--- src/rtl/pipe_pkg.sv ---
// rtl/pipe_pkg.sv - shared pipeline stage state encodings, counter width and payload widths
package pipe_pkg;

  typedef enum logic [1:0] {
    EMPTY = 2'b00,
    BUSY  = 2'b01,
    FULL  = 2'b10
  } state_t;

  localparam int DEFAULT_CNT_W = 16;

  localparam int WIDTH_IF_ID  = 65;
  localparam int WIDTH_ID_EX  = 148;
  localparam int WIDTH_EX_MEM = 140;
  localparam int WIDTH_MEM_WB = 137;

endpackage

--- src/rtl/sat_counter.sv ---
// rtl/sat_counter.sv - saturating up-counter with async active-low clear
module sat_counter #(
  parameter int CNT_W = 16
) (
  input  logic             clk,
  input  logic             clr_n,
  input  logic             en,
  output logic [CNT_W-1:0] count
);

  always_ff @(posedge clk or negedge clr_n) begin
    if (!clr_n) begin
      count <= '0;
    end else if (en && (count != {CNT_W{1'b1}})) begin
      count <= count + 1'b1;
    end
  end

endmodule

--- src/rtl/pipe_stage_elastic.sv ---
// rtl/pipe_stage_elastic.sv - elastic pipeline register with optional skid slot, flush and stall counter
module pipe_stage_elastic
  import pipe_pkg::*;
#(
  parameter int WIDTH = 32,
  parameter int SKID  = 1,
  parameter int CNT_W = DEFAULT_CNT_W
) (
  input  logic             clk,
  input  logic             reset,
  input  logic             flush,
  input  logic             up_valid,
  output logic             up_ready,
  input  logic [WIDTH-1:0] up_data,
  output logic             dn_valid,
  input  logic             dn_ready,
  output logic [WIDTH-1:0] dn_data,
  output logic [1:0]       occupancy,
  output logic [CNT_W-1:0] stall_cnt
);

  state_t           state;
  state_t           state_next;
  logic             main_valid;
  logic             skid_valid;
  logic [WIDTH-1:0] main_data;
  logic [WIDTH-1:0] skid_data;
  logic             up_fire;
  logic             dn_fire;
  logic             load_main_up;
  logic             load_main_skid;

  assign main_valid = (state != EMPTY);
  assign skid_valid = (state == FULL);
  assign up_fire    = up_valid && up_ready;
  assign dn_fire    = main_valid && dn_ready;

  always_ff @(posedge clk or negedge reset) begin
    if (!reset) begin
      state <= EMPTY;
    end else begin
      state <= state_next;
    end
  end

  always_comb begin
    state_next     = state;
    load_main_up   = 1'b0;
    load_main_skid = 1'b0;
    case (state)
      EMPTY: begin
        if (up_fire) begin
          state_next   = BUSY;
          load_main_up = 1'b1;
        end
      end
      BUSY: begin
        if (up_fire && dn_fire) begin
          load_main_up = 1'b1;
        end else if (up_fire && (SKID != 0)) begin
          state_next = FULL;
        end else if (dn_fire) begin
          state_next = EMPTY;
        end
      end
      FULL: begin
        if (dn_fire) begin
          state_next     = BUSY;
          load_main_skid = 1'b1;
        end
      end
      default: state_next = EMPTY;
    endcase
    // Flush wins over every transition; the upstream word of this cycle is dropped.
    if (flush) begin
      state_next     = EMPTY;
      load_main_up   = 1'b0;
      load_main_skid = 1'b0;
    end
  end

  always_ff @(posedge clk or negedge reset) begin
    if (!reset) begin
      main_data <= '0;
    end else if (load_main_up) begin
      main_data <= up_data;
    end else if (load_main_skid) begin
      main_data <= skid_data;
    end
  end

  generate
    if (SKID != 0) begin : g_skid
      logic [WIDTH-1:0] skid_q;
      always_ff @(posedge clk or negedge reset) begin
        if (!reset) begin
          skid_q <= '0;
        end else if ((state == BUSY) && (state_next == FULL)) begin
          skid_q <= up_data;
        end
      end
      assign skid_data = skid_q;
      // Registered ready: only the FULL state refuses new words.
      assign up_ready  = (state != FULL);
    end else begin : g_noskid
      assign skid_data = '0;
      assign up_ready  = !main_valid || dn_ready;
    end
  endgenerate

  assign dn_valid  = main_valid;
  assign dn_data   = main_data;
  assign occupancy = {1'b0, main_valid} + {1'b0, skid_valid};

  sat_counter #(
    .CNT_W(CNT_W)
  ) u_stall_cnt (
    .clk  (clk),
    .clr_n(reset),
    .en   (dn_valid && !dn_ready),
    .count(stall_cnt)
  );

endmodule

--- config.mk ---
export PLATFORM = sky130hd
export DESIGN_NAME = pipe_stage_elastic
export DESIGN_NICKNAME = d
export VERILOG_FILES = /design/src/rtl/pipe_pkg.sv /design/src/rtl/sat_counter.sv /design/src/rtl/pipe_stage_elastic.sv
export SDC_FILE = /design/constraint.sdc
export NUM_CORES = 1
export LEC_CHECK = 0
export CORE_ASPECT_RATIO = 0.7
export CORE_UTILIZATION = 48
export CTS_BUF_LIST = sky130_fd_sc_hd__clkbuf_4
export CTS_CLUSTER_DIAMETER = 80
export CTS_CLUSTER_SIZE = 30
export DETAILED_ROUTE_END_ITERATION = 16
export GPL_TIMING_DRIVEN = 0
export HOLD_SLACK_MARGIN = 0.08
export PLACE_DENSITY = 0.79
export SLEW_MARGIN = 15
export SYNTH_ARGS = -nofsm -noshare
export SYNTH_HDL_FRONTEND = slang
export SYNTH_SLANG_ARGS = --single-unit
--- constraint.sdc ---
create_clock -name clk -period 2 [get_ports clk]
set_input_delay 0.2 -clock clk [delete_from_list [all_inputs] [get_ports clk]]
set_output_delay 0.2 -clock clk [all_outputs]
set_load 0.02 [all_outputs]
==> qor.txt, run 1 <==
===============================================================================================
Placed Cells .....................................................................          480
TritonRoute pass-1 iters .........................................................            4
Clock network fraction of total power ............................................        27.5%
Fraction of the yosys area taken by sequential cells .............................        58.7%
Worst slack, placed ..............................................................    -0.250 ns
Placeable Area ...................................................................     6880 µm²
Number of port buffers ...........................................................           88
Post-Syn Area per Cell ...........................................................     11.8 µm²
Detailed-route vias per instance .................................................         5.30
Number of vias after detailed routing ............................................         2629
RSZ-0062 raised after global routing .............................................        false
Fmax .............................................................................      520 MHz
Critical path fanouts, max .......................................................            9
Placer's final routability congestion estimate ...................................        0.789
TritonCTS clock tree .............................................................         done
Clk_skew .........................................................................    0.0150 ns
Part of the power in combinational logic .........................................        24.3%
Number of global-route vias before repair ........................................         2570
Placed wire-length estimate ......................................................      5.34 mm
Post-synthesis cell count ........................................................          297
Clock input transition at the sequential cells of the worst setup and hold paths .      0.13 ns
Remaining global-route overflow ..................................................            0
Static Leakage ...................................................................      2.20 nW
Number of different library cells in the post-synthesis netlist ..................           38
Final Power ......................................................................      4.67 mW
Net switching share of the total power ...........................................        28.0%
Flop and latch count out of synthesis ............................................           82
Critical path launch point .......................................................     state[0]
Netlist area before placement ....................................................     3500 µm²
Hold violation count in the final report .........................................            0
Required time at the endpoint of the critical path ...............................      1.80 ns
Final antenna-violating net count ................................................            0
Fraction of layout instances using a drive strength above 1 ......................        17.4%
Clock buffers created by TritonCTS ...............................................            9
Worst slew margin relative to its limit ..........................................        68.3%
WL/cell ..........................................................................      15.5 µm
Series of cell instances along the critical path ................................. or2_2 -> clkdlybuf4s50_1
Non-filler instance count after layout ...........................................          496
Maximum number of pins on one net before global-route repair .....................           48
Initial standard-cell utilization of the core ....................................        50.8%
Final antenna diode count ........................................................            0
Number of primary I/O pins .......................................................           89
Warnings, synthesis ..............................................................            0
Clock tree buffer depth ..........................................................            2
Worst supply voltage drop on vdd .................................................     0.483 mV
Slowest cell on the critical path ................................................ clkdlybuf4s50_1
Area growth, synth to finish .....................................................        35.8%
Root Buffer ......................................................................     clkbuf_4
Max Cap Violations ...............................................................            0
Worst-margin pin slew ............................................................     0.475 ns
Fin crit period ..................................................................      1.92 ns
Width of the die .................................................................       104 µm
Internal power ...................................................................      3.36 mW
Sinks on the clock net ...........................................................           82
Sw power .........................................................................      1.31 mW
Num rows .........................................................................           25
Overall die height ...............................................................      73.4 µm
Fraction of the cycle the final worst path needs .................................        96.1%
Arrival time of data at the critical path endpoint ...............................      1.72 ns
Relative contribution of sequential cells to total power .........................        48.2%
Result of the run ................................................................    completed
Clock network latency to the later pin of the worst-skew pair ....................      0.41 ns
Largest incremental delay on the critical path ...................................      0.53 ns
Start of the worst register-to-register path ..................................... u_stall_cnt.count[0]
Number of max-slew violations in the final report ................................            0
Total wire length after detailed routing .........................................      7.68 mm
Die area .........................................................................     7630 µm²
Minimum setup slack in the final design ..........................................    0.0782 ns
Sort of element at the start of the critical path ................................         flop
Global routing usage summed across all routing layers ............................        21.6%
Post-synth net total .............................................................          335
Min-delay worst type ............................................................. input pin to async pin
Critical Path Sink Type ..........................................................   output pin
Iter 0 DRT Violations ............................................................          119
Power density normalized to cell area ............................................   984 nW/µm²
DR DRC count .....................................................................            0
Number of antenna violations at the first check in global routing ................            0
Endpoints failing setup ..........................................................            0
Number of H-tree levels ..........................................................            3
Worst Path Class, Setup .......................................................... flop to output pin
Wire length of the first global-routing pass .....................................      12.7 mm
Number of nets in the layout .....................................................          437
===============================================================================================
[critical path: cells and delay by family (launching register included)]
| family | cells | cell delay (ns) |
|---|---|---|
| simple gates | 1 | 0.30 |
| flops | 1 | 0.48 |
| buf+inv | 1 | 0.53 |
[through the flow]
step                      TNS (ns)  area, µm²  hold WS, ns  utilization [%]
after floorplan                  0       3500      -0.0956                -
after global placement     -178.99       4490        0.458             65.3
after CTS                        0       4720        0.269             68.7
after detailed placement     -5.58       4520        0.189             65.7
final                            0       4750        0.278             69.0
after global routing             0       4750        0.300             69.0
[cells by family (layout without fill, tap and decap cells)]
family	Yosys count	in the layout	share of synthesized area (%)
AOI/OAI and AO/OA	38	38	8.05
xor gates and xnor gates	15	15	3.76
adders and majority gates	1	1	0.358
buffers and inverters	19	124	2.25
DFF	82	82	58.7
muxes	35	35	11.3
and+or+nand+nor	107	107	15.6
[final timing paths]
| path | slack (ns) | to | depth (start not counted) |
|---|---|---|---|
| hold reg to reg | 0.49 | dn_data[18] | 2 |
| min in group clk | 0.42 | dn_data[30] | 3 |
| hold / removal | 0.28 | u_stall_cnt.count[9] | 2 |
| setup / recovery | 0.08 | dn_valid | 2 |
| setup reg to reg | 0.12 | u_stall_cnt.count[1] | 6 |
| max in group asynchronous | 1.13 | dn_data[29] | 3 |
[metal layers]
metal	vias up	share of wire, %	track usage, %
li1	1251	-	-
met1	1287	47	30.0
met2	84	46	33.4
met3	7	6.1	7.36
met4	0	0.57	4.60
met5	-	0	0
[power groups by stage]
stage	sequential [mW]	combinational [mW]	clock (mW)
3_3_place_gp	2.26	1.11	0
6_report	2.25	1.14	1.28
5_1_grt	2.30	1.23	1.39
3_5_place_dp	2.29	1.14	0
4_1_cts	2.25	1.15	1.32
2_1_floorplan	2.44	0.406	0
[synthesized netlist by cell type (all sizes together)]
cell    number  area, µm²
dfrtp       82       2050
nand2       67        251
mux2        33        375
a22oi       31        233
xor2        13        114
clkbuf      10       37.5
buf          6       30.0
nand3        6       30.0
nor3         6       30.0
nor2         5       21.3
inv          3       11.3
nand4        3       40.0
nor2b        3       18.8
nor4         3       40.0
nor4b        3       26.3
a21oi        2       10.0
and3         2       12.5
and4         2       17.5
mux2i        2       20.0
nor4bb       2       20.0
xnor2        2       17.5
a2111o       1       11.3
a31oi        1       6.26
ha           1       12.5
nand2b       1       6.26
nor3b        1       7.51
o21ai        1       5.00
o21bai       1       7.51
o22a         1       8.76
or2          1       6.26
or3          1       6.26
or4b         1       10.0
[flip-flops by register name, indices dropped and copies added, names as in the netlist]
register and flops:
dn_data 32, u_stall_cnt.count 16, g_skid.skid_q 32, state 2
[layout by cell type (no fill, tap or decap), drive strengths merged, types with 2 or more instances in the layout]
cell type,Yosys,final
mux2,33,33
mux2i,2,2
nand2,67,67
dfrtp,82,82
clkdlybuf4s50,0,85
nor4b,3,3
buf,6,9
a22oi,31,31
nor4bb,2,2
nand3,6,6
and3,2,2
nor3,6,6
nand4,3,3
nor2,5,5
xor2,13,13
nor2b,3,3
nor4,3,3
inv,3,3
bufinv,0,4
clkbuf,10,19
xnor2,2,2
and4,2,2
a21oi,2,2
[layout make-up]
type,instances,area (µm²)
Buffer,16,73.8
Clock buffer,9,67.6
Clock inverter,5,129
Fill cell,548,2130
Inverter,3,11.3
Multi-Input combinational cell,196,1370
Sequential cell,82,2050
Tap cell,94,118
Timing Repair Buffer,91,925
[timing repair]
| item | CTS | global route |
|---|---|---|
| hold endpoints to repair | 35 | 0 |
| resized for setup | 1 | 13 |
| setup endpoints to repair | 2 | 35 |
| buffers inserted | 0 | 1 |
| pin swaps | 1 | 1 |
| hold buffers | 1 | 0 |
(Power assumes the default switching activity.)
==> run 2, diff against run 1 <==
ABC_AREA = 1   (was default)
PLACE_DENSITY = 0.77   (was 0.79)
==> run 2 against run 1 <==
Net effect: sequential share of layout area decreased by 2.1 points; worst hold slack got worse by 0.027 ns; final cell count is 30% higher; fmax up 2.1%; non-clock buffer count is 5 higher; die area rose by 7.7%; first-iteration DRC count up 30%; wire length up 24%; register-to-register slack improved by 0.10 ns; via count rose by 30%; highest routed layer unchanged; combinational power up 43%.
==> qor.txt, run 2 <==
===============================================================================================
Result of the run ................................................................    completed
Worst slew margin relative to its limit ..........................................        65.2%   -3.1 points
Post-synth net total .............................................................          480   +43%
Fin crit period ..................................................................      1.88 ns   -0.0388 ns
Most frequent cells after synthesis .............................................. 99 x nand2_1, 82 x dfrtp_1, 48 x inv_1
Initial standard-cell utilization of the core ....................................        50.6%   -0.16 points
Clock tree buffer depth ..........................................................            2   unchanged
Root Buffer ......................................................................     clkbuf_4
Global routing usage summed across all routing layers ............................        24.5%   +2.9 points
Die area .........................................................................     8220 µm²   +7.7%
Sinks on the clock net ...........................................................           82   unchanged
Static Leakage ...................................................................      2.27 nW   +3.1%
Number of port buffers ...........................................................           88   unchanged
Placer's final routability congestion estimate ...................................        0.843   +6.8%
Number of synthesized flops with an enable pin ...................................            0   unchanged
Worst path buffer plus inverter count ............................................            2   +1
Sort of element at the start of the critical path ................................         flop
Largest incremental delay on the critical path ...................................      0.61 ns   +0.08 ns
Sw power .........................................................................      1.79 mW   +37%
Clock network fraction of total power ............................................        22.5%   -5.0 points
Most used DFF post-synth .........................................................      dfrtp_1
R2R Path End ..................................................................... u_stall_cnt.count[7]
Worst supply voltage drop on vdd .................................................     0.535 mV   +11%
DR DRC count .....................................................................            0   unchanged
Fraction of layout instances using a drive strength above 1 ......................        7.48%   -9.9 points
Num rows .........................................................................           26   +4.0%
Placed instance area .............................................................     4800 µm²   +6.2%
Worst-margin pin slew ............................................................     0.521 ns   +0.0465 ns
Clk_skew .........................................................................    0.0207 ns   +0.00574 ns
Net switching share of the total power ...........................................        34.6%   +6.6 points
Placeable Area ...................................................................     7450 µm²   +8.3%
RSZ-0062 raised after global routing .............................................        false
CP Capture Point .................................................................     dn_valid
Fmax .............................................................................      531 MHz   +2.1%
Arrival time of data at the critical path endpoint ...............................      1.68 ns   -0.04 ns
Fraction of the cycle the final worst path needs .................................        94.2%   -1.9 points
Maximum number of pins on one net before global-route repair .....................           52   +8.3%
FFs w/ async S/R, synth ..........................................................         100%   unchanged
Most area-hungry cell type in the Yosys netlist ..................................      dfrtp_1
Leading post-synthesis cells by cell area ........................................ dfrtp_1 54%, nand2_1 9.9%, nand3_1 6.2%
Number of global-route vias before repair ........................................         3269   +27%
TritonCTS clock tree .............................................................         done
Netlist area before placement ....................................................     3770 µm²   +7.9%
Start of the worst register-to-register path ..................................... u_stall_cnt.count[0]
Worst Path Class, Setup .......................................................... flop to output pin
WL/cell ..........................................................................      14.7 µm   -5.1%
Internal power ...................................................................      3.38 mW   +0.41%
Part of the power in combinational logic .........................................        31.6%   +7.3 points
Number of H-tree levels ..........................................................            3   unchanged
Commonest cells after routing, fill and taps aside ............................... 99 x nand2_1, 85 x clkdlybuf4s50_1, 82 x dfrtp_1
Post-synthesis cell count ........................................................          442   +49%
Post-CTS setup buffer count ......................................................            0   unchanged
Endpoints failing setup ..........................................................            0   unchanged
Remaining global-route overflow ..................................................            0   unchanged
Critical Path Sink Type ..........................................................   output pin
Placed wire-length estimate ......................................................      6.65 mm   +24%
Post-route setup TNS .............................................................         0 ns   unchanged
Portion of synthesized cell area occupied by the leading cell type ...............        54.4%   -4.3 points
Clock network latency to the later pin of the worst-skew pair ....................      0.43 ns   +0.02 ns
Setup slack on the worst flop-to-flop path .......................................      0.22 ns   +0.10 ns
TritonRoute pass-1 iters .........................................................            5   +1
Width of the die .................................................................       108 µm   +3.8%
Number of max-slew violations in the final report ................................            0   unchanged
Power density normalized to cell area ............................................  1030 nW/µm²   +5.1%
Overall die height ...............................................................      76.2 µm   +3.8%
Most used standard cell by instance count after synthesis ........................      nand2_1
Number of vias after detailed routing ............................................         3416   +30%
Wire length of the first global-routing pass .....................................      15.7 mm   +24%
Critical path fanouts, max .......................................................            4   -5
Total wire length after detailed routing .........................................      9.49 mm   +24%
Series of cell instances along the critical path ................................. inv_1 -> nand2_1 -> clkdlybuf4s50_1
Flop and latch count out of synthesis ............................................           82   unchanged
Max Cap Violations ...............................................................            0   unchanged
Min-delay worst type ............................................................. input pin to async pin
Clock buffers created by TritonCTS ...............................................            9   unchanged
Area growth, synth to finish .....................................................        32.3%
Worst R2R Path Depth .............................................................            9   +3
Final antenna diode count ........................................................            0   unchanged
Final antenna-violating net count ................................................            0   unchanged
Delay-heaviest family, CP ........................................................ buffers and inverters
Number of nets in the layout .....................................................          581   +33%
Number of antenna violations at the first check in global routing ................            0   unchanged
Fraction of the yosys area taken by sequential cells .............................        54.4%   -4.3 points
Number of primary I/O pins .......................................................           89   unchanged
Commonest non-fill, non-tap cell in the layout ...................................      nand2_1
Iter 0 DRT Violations ............................................................          155   +30%
Required time at the endpoint of the critical path ...............................      1.80 ns   about the same
Critical Path Stages .............................................................            3   +1
Slowest cell on the critical path ................................................ clkdlybuf4s50_1
Post-route cell area .............................................................     4990 µm²   +5.2%
Relative contribution of sequential cells to total power .........................        45.9%   -2.3 points
Critical path launch point .......................................................     state[0]
Warnings, synthesis ..............................................................            0   unchanged
Post-Syn Area per Cell ...........................................................     8.53 µm²   -27%
Clock input transition at the sequential cells of the worst setup and hold paths .      0.13 ns   about the same
Detailed-route vias per instance .................................................         5.29   -0.24%
Number of different library cells in the post-synthesis netlist ..................           24   -37%
Hold violation count in the final report .........................................            0   unchanged
===============================================================================================
run 2: cell count changes after synthesis, sizes merged, moves of 32 or more:
cell | before | now
inv | 3 | 48
mux2 | 33 | 1
nand2 | 67 | 102
nand3 | 6 | 49
nor2 | 5 | 50
run 2: worst min-delay path by stage:
stage                            from                    end  slack, ns
global route                    reset  u_stall_cnt.count[13]       0.28
CTS                             reset  u_stall_cnt.count[13]       0.24
global placement    g_skid.skid_q[23]      g_skid.skid_q[23]       0.47
floorplan                       reset             dn_data[0]       -0.1
detailed placement              reset  u_stall_cnt.count[13]       0.17
finish                          reset  u_stall_cnt.count[13]       0.25
run 2: through the flow:
| step | hold slack, ns | std cells | setup slack (ns) | power, mW | util (%) |
|---|---|---|---|---|---|
| 2_1_floorplan | -0.0956 | 442 | 0.355 | 3.24 | - |
| 3_3_place_gp | 0.467 | 628 | -2.21 | 3.97 | 64.1 |
| 3_5_place_dp | 0.172 | 629 | 0.0169 | 4.03 | 64.4 |
| 4_1_cts | 0.245 | 646 | 0.101 | 5.19 | 67.0 |
| 5_1_grt | 0.280 | 646 | 0.0310 | 5.45 | 67.0 |
| 6_report | 0.251 | 646 | 0.117 | 5.17 | 67.0 |
run 2: kinds of logic (layout without fill, tap and decap cells):
| group | after synthesis | in the layout | synth area share, % |
|---|---|---|---|
| simple gates | 208 | 208 | 23.7 |
| flops | 82 | 82 | 54.4 |
| compound gates | 73 | 73 | 12.0 |
| buf+inv | 70 | 176 | 7.63 |
| xor+xnor | 7 | 7 | 1.63 |
| fa+ha+maj | 1 | 1 | 0.332 |
| mux | 1 | 1 | 0.298 |
run 2: cell type report:
class                   count  area [µm²]
fillers                   650        2460
flip-flops and latches     82        2050
multi-input cells         290        1440
repair buffers             90         913
inverters                  48         180
well taps                  98         123
plain buffers              22         111
clock inverters             6        97.6
clock buffers              10        75.1
run 2: power by group through the flow:
stage,logic [mW],registers [mW],clock network [mW]
finish,1.63,2.37,1.16
detailed placement,1.64,2.40,0
global placement,1.58,2.38,0
floorplan,0.629,2.61,0
global route,1.79,2.42,1.23
CTS,1.65,2.36,1.18
run 2: metal layers:
layer	vias up	wire, µm	global-route usage [%]
li1	1646	-	-
met1	1628	4540	35.6
met2	128	4230	36.3
met3	14	593	6.24
met4	0	125	6.99
met5	-	0	0
run 2: timing repair:
item	4_1_cts	5_1_grt
resized for setup	6	0
hold buffers	1	0
endpoints found under the hold margin	31	0
endpoints found under the setup margin	2	0
==> run 3, diff against run 2 <==
CORE_UTILIZATION = 39   (was 48)
PLACE_DENSITY = 0.65   (was 0.77)
==> run 3 against run 2 <==
Net effect: power shrank 1.8%; combinational power barely moved; worst hold slack improved by 0.012 ns; clock skew down 0.011 ns; clock power down 7%; global-route usage fell by 4.3 points; largest cell class unchanged; die area increased by 23%; wire length about the same; register-to-register slack worse by 0.03 ns.
==> qor.txt, run 3 (synthesis results as in run 2) <==
===============================================================================================
Result of the run ................................................................    completed
Non-filler instance count after layout ...........................................          671   +3.9%
WL/cell ..........................................................................      14.2 µm   -3.6%
Number of max-slew violations in the final report ................................            0   unchanged
Worst supply voltage drop on vdd .................................................     0.407 mV   -24%
Placeable Area ...................................................................     9220 µm²   +24%
Area used by multi-input combinational logic .....................................     1440 µm²   unchanged
Clock tree buffer depth ..........................................................            2   unchanged
Commonest non-fill, non-tap cell in the layout ...................................      nand2_1
Max Cap Violations ...............................................................            0   unchanged
R2R Path End ..................................................................... u_stall_cnt.count[15]
Final antenna diode count ........................................................            0   unchanged
CP Capture Point .................................................................     dn_valid
Total wire length after detailed routing .........................................      9.50 mm   about the same
Storage element area .............................................................     2050 µm²   unchanged
Fin crit period ..................................................................      1.86 ns   -0.0184 ns
Hold violation count in the final report .........................................            0   unchanged
Required time at the endpoint of the critical path ...............................      1.80 ns   about the same
Fraction of the cycle the final worst path needs .................................        93.2%   -0.92 points
Clock buffers created by TritonCTS ...............................................            9   unchanged
Static Leakage ...................................................................      2.25 nW   -0.59%
Placer's final routability congestion estimate ...................................        0.839   -0.45%
Remaining global-route overflow ..................................................            0   unchanged
Met1 Track Usage GR ..............................................................        30.4%   -5.2 points
Worst-margin pin slew ............................................................     0.536 ns   +0.0142 ns
Global Route met3 Usage ..........................................................        5.77%   -0.47 points
Worst slew margin relative to its limit ..........................................        64.3%   -0.95 points
Maximum number of pins on one net before global-route repair .....................           49   -5.8%
Worst Path Class, Setup .......................................................... flop to output pin
Critical path fanouts, max .......................................................            4   unchanged
DR DRC count .....................................................................            0   unchanged
RSZ-0062 raised after global routing .............................................        false
Placed wire-length estimate ......................................................      6.59 mm   -0.79%
TritonCTS clock tree .............................................................         done
Layer carrying the most global-route usage .......................................         met1
Number of H-tree levels ..........................................................            3   unchanged
Min-delay worst type ............................................................. input pin to async pin
Area growth, synth to finish .....................................................        32.7%
Setup slack on the worst flop-to-flop path .......................................      0.19 ns   -0.03 ns
Final-layout fill cell count .....................................................          871   +34%
TritonRoute pass-1 iters .........................................................            4   -1
Global routing usage summed across all routing layers ............................        20.3%   -4.3 points
Worst R2R Path Depth .............................................................            9   unchanged
Arrival time of data at the critical path endpoint ...............................      1.66 ns   -0.02 ns
Final Power ......................................................................      5.07 mW   -1.8%
Endpoints failing setup ..........................................................            0   unchanged
Start of the worst register-to-register path ..................................... u_stall_cnt.count[0]
Number of nets in the layout .....................................................          581   unchanged
Global-route track usage on met2 .................................................        28.7%   -7.6 points
Wire length of the first global-routing pass .....................................      15.9 mm   +0.88%
Initial standard-cell utilization of the core ....................................        40.9%   -9.7 points
Fmax .............................................................................      536 MHz   +0.99%
Number of global-route vias before repair ........................................         3123   -4.5%
Number of vias after detailed routing ............................................         3306   -3.2%
Post-CTS setup buffer count ......................................................            0   unchanged
Fraction of layout instances using a drive strength above 1 ......................        7.13%   -0.35 points
Iter 0 DRT Violations ............................................................          219   +41%
Num rows .........................................................................           29   +12%
Overall die height ...............................................................      84.3 µm   +11%
Number of port buffers ...........................................................           88   unchanged
Sort of element at the start of the critical path ................................         flop
Clk_skew .........................................................................   0.00970 ns   -0.0110 ns
Width of the die .................................................................       120 µm   +11%
Clock input transition at the sequential cells of the worst setup and hold paths .      0.12 ns   about the same
Detailed-route vias per instance .................................................         4.93   -6.8%
Root Buffer ......................................................................     clkbuf_4
Commonest cells after routing, fill and taps aside ............................... 99 x nand2_1, 85 x clkdlybuf4s50_1, 82 x dfrtp_1
Final antenna-violating net count ................................................            0   unchanged
Placed Cells .....................................................................          655   +4.1%
Number of antenna violations at the first check in global routing ................            0   unchanged
Number of primary I/O pins .......................................................           89   unchanged
Critical path launch point .......................................................     state[0]
Die area .........................................................................    10100 µm²   +23%
Power density normalized to cell area ............................................  1010 nW/µm²   -2.0%
Clock network latency to the later pin of the worst-skew pair ....................      0.42 ns   about the same
Sinks on the clock net ...........................................................           82   unchanged
Critical Path Sink Type ..........................................................   output pin
===============================================================================================
==> run 3: changes by cell type in the layout (fill, tap and decap cells not counted) <==
cell	change
clkinv_1	+1
clkinvlp_4	+1
inv_6	-2
inv_8	-1
==> run 3: timing repair <==
| action | 4_1_cts | 5_1_grt |
|---|---|---|
| endpoints found under the hold margin | 34 | 0 |
| resized for setup | 6 | 0 |
| setup endpoints to repair | 2 | 0 |
| hold buffers | 1 | 0 |
==> run 3: per-layer routing <==
layer	wire length (µm)	part of all wire (%)	vias up
li1	-	-	1644
met1	4890	51	1568
met2	4000	42	86
met3	539	5.7	8
met4	68	0.72	0
met5	0	0	-
==> run 3: worst min path at each step <==
stage / start / end / slack, ns / cells past startpoint
after global placement: g_skid.skid_q[22] / g_skid.skid_q[22] / 0.47 / 2
after CTS: reset / u_stall_cnt.count[9] / 0.25 / 2
final: reset / u_stall_cnt.count[9] / 0.26 / 2
after global routing: reset / g_skid.skid_q[15] / 0.28 / 2
after detailed placement: reset / u_stall_cnt.count[9] / 0.20 / 1
after floorplan: reset / dn_data[0] / -0.1 / 0
==> run 3: final cells by class <==
type | count | area share (%)
Tap cell | 124 | 3.10
Timing Repair Buffer | 90 | 18.2
Sequential cell | 82 | 41.0
Clock inverter | 5 | 1.60
Buffer | 22 | 2.22
Inverter | 48 | 3.60
Clock buffer | 10 | 1.50
Multi-Input combinational cell | 290 | 28.8
==> run 3: where the power goes <==
part | switching (mW) | internal [mW]
registers | 0.290 | 2.08
logic | 0.871 | 0.754
clock network | 0.565 | 0.513
==> run 3: metrics by stage <==
stage	worst slack (ns)	hold slack [ns]	TNS [ns]	util (%)	cell area, µm²
3_5_place_dp	0.00614	0.197	0	52.4	4830
6_report	0.135	0.263	0	54.3	5010
5_1_grt	0.0340	0.279	0	54.3	5010
3_3_place_gp	-2.31	0.466	-188.94	52.2	4810
2_1_floorplan	0.355	-0.0956	0	-	3770
4_1_cts	0.0956	0.253	0	54.3	5010
==> run 3: worst max-delay path, cell delays in order, from the launching register on <==
cell	delay, ns
dfrtp_1	0.47
inv_1	0.08
nand2_1	0.09
clkdlybuf4s50_1	0.60
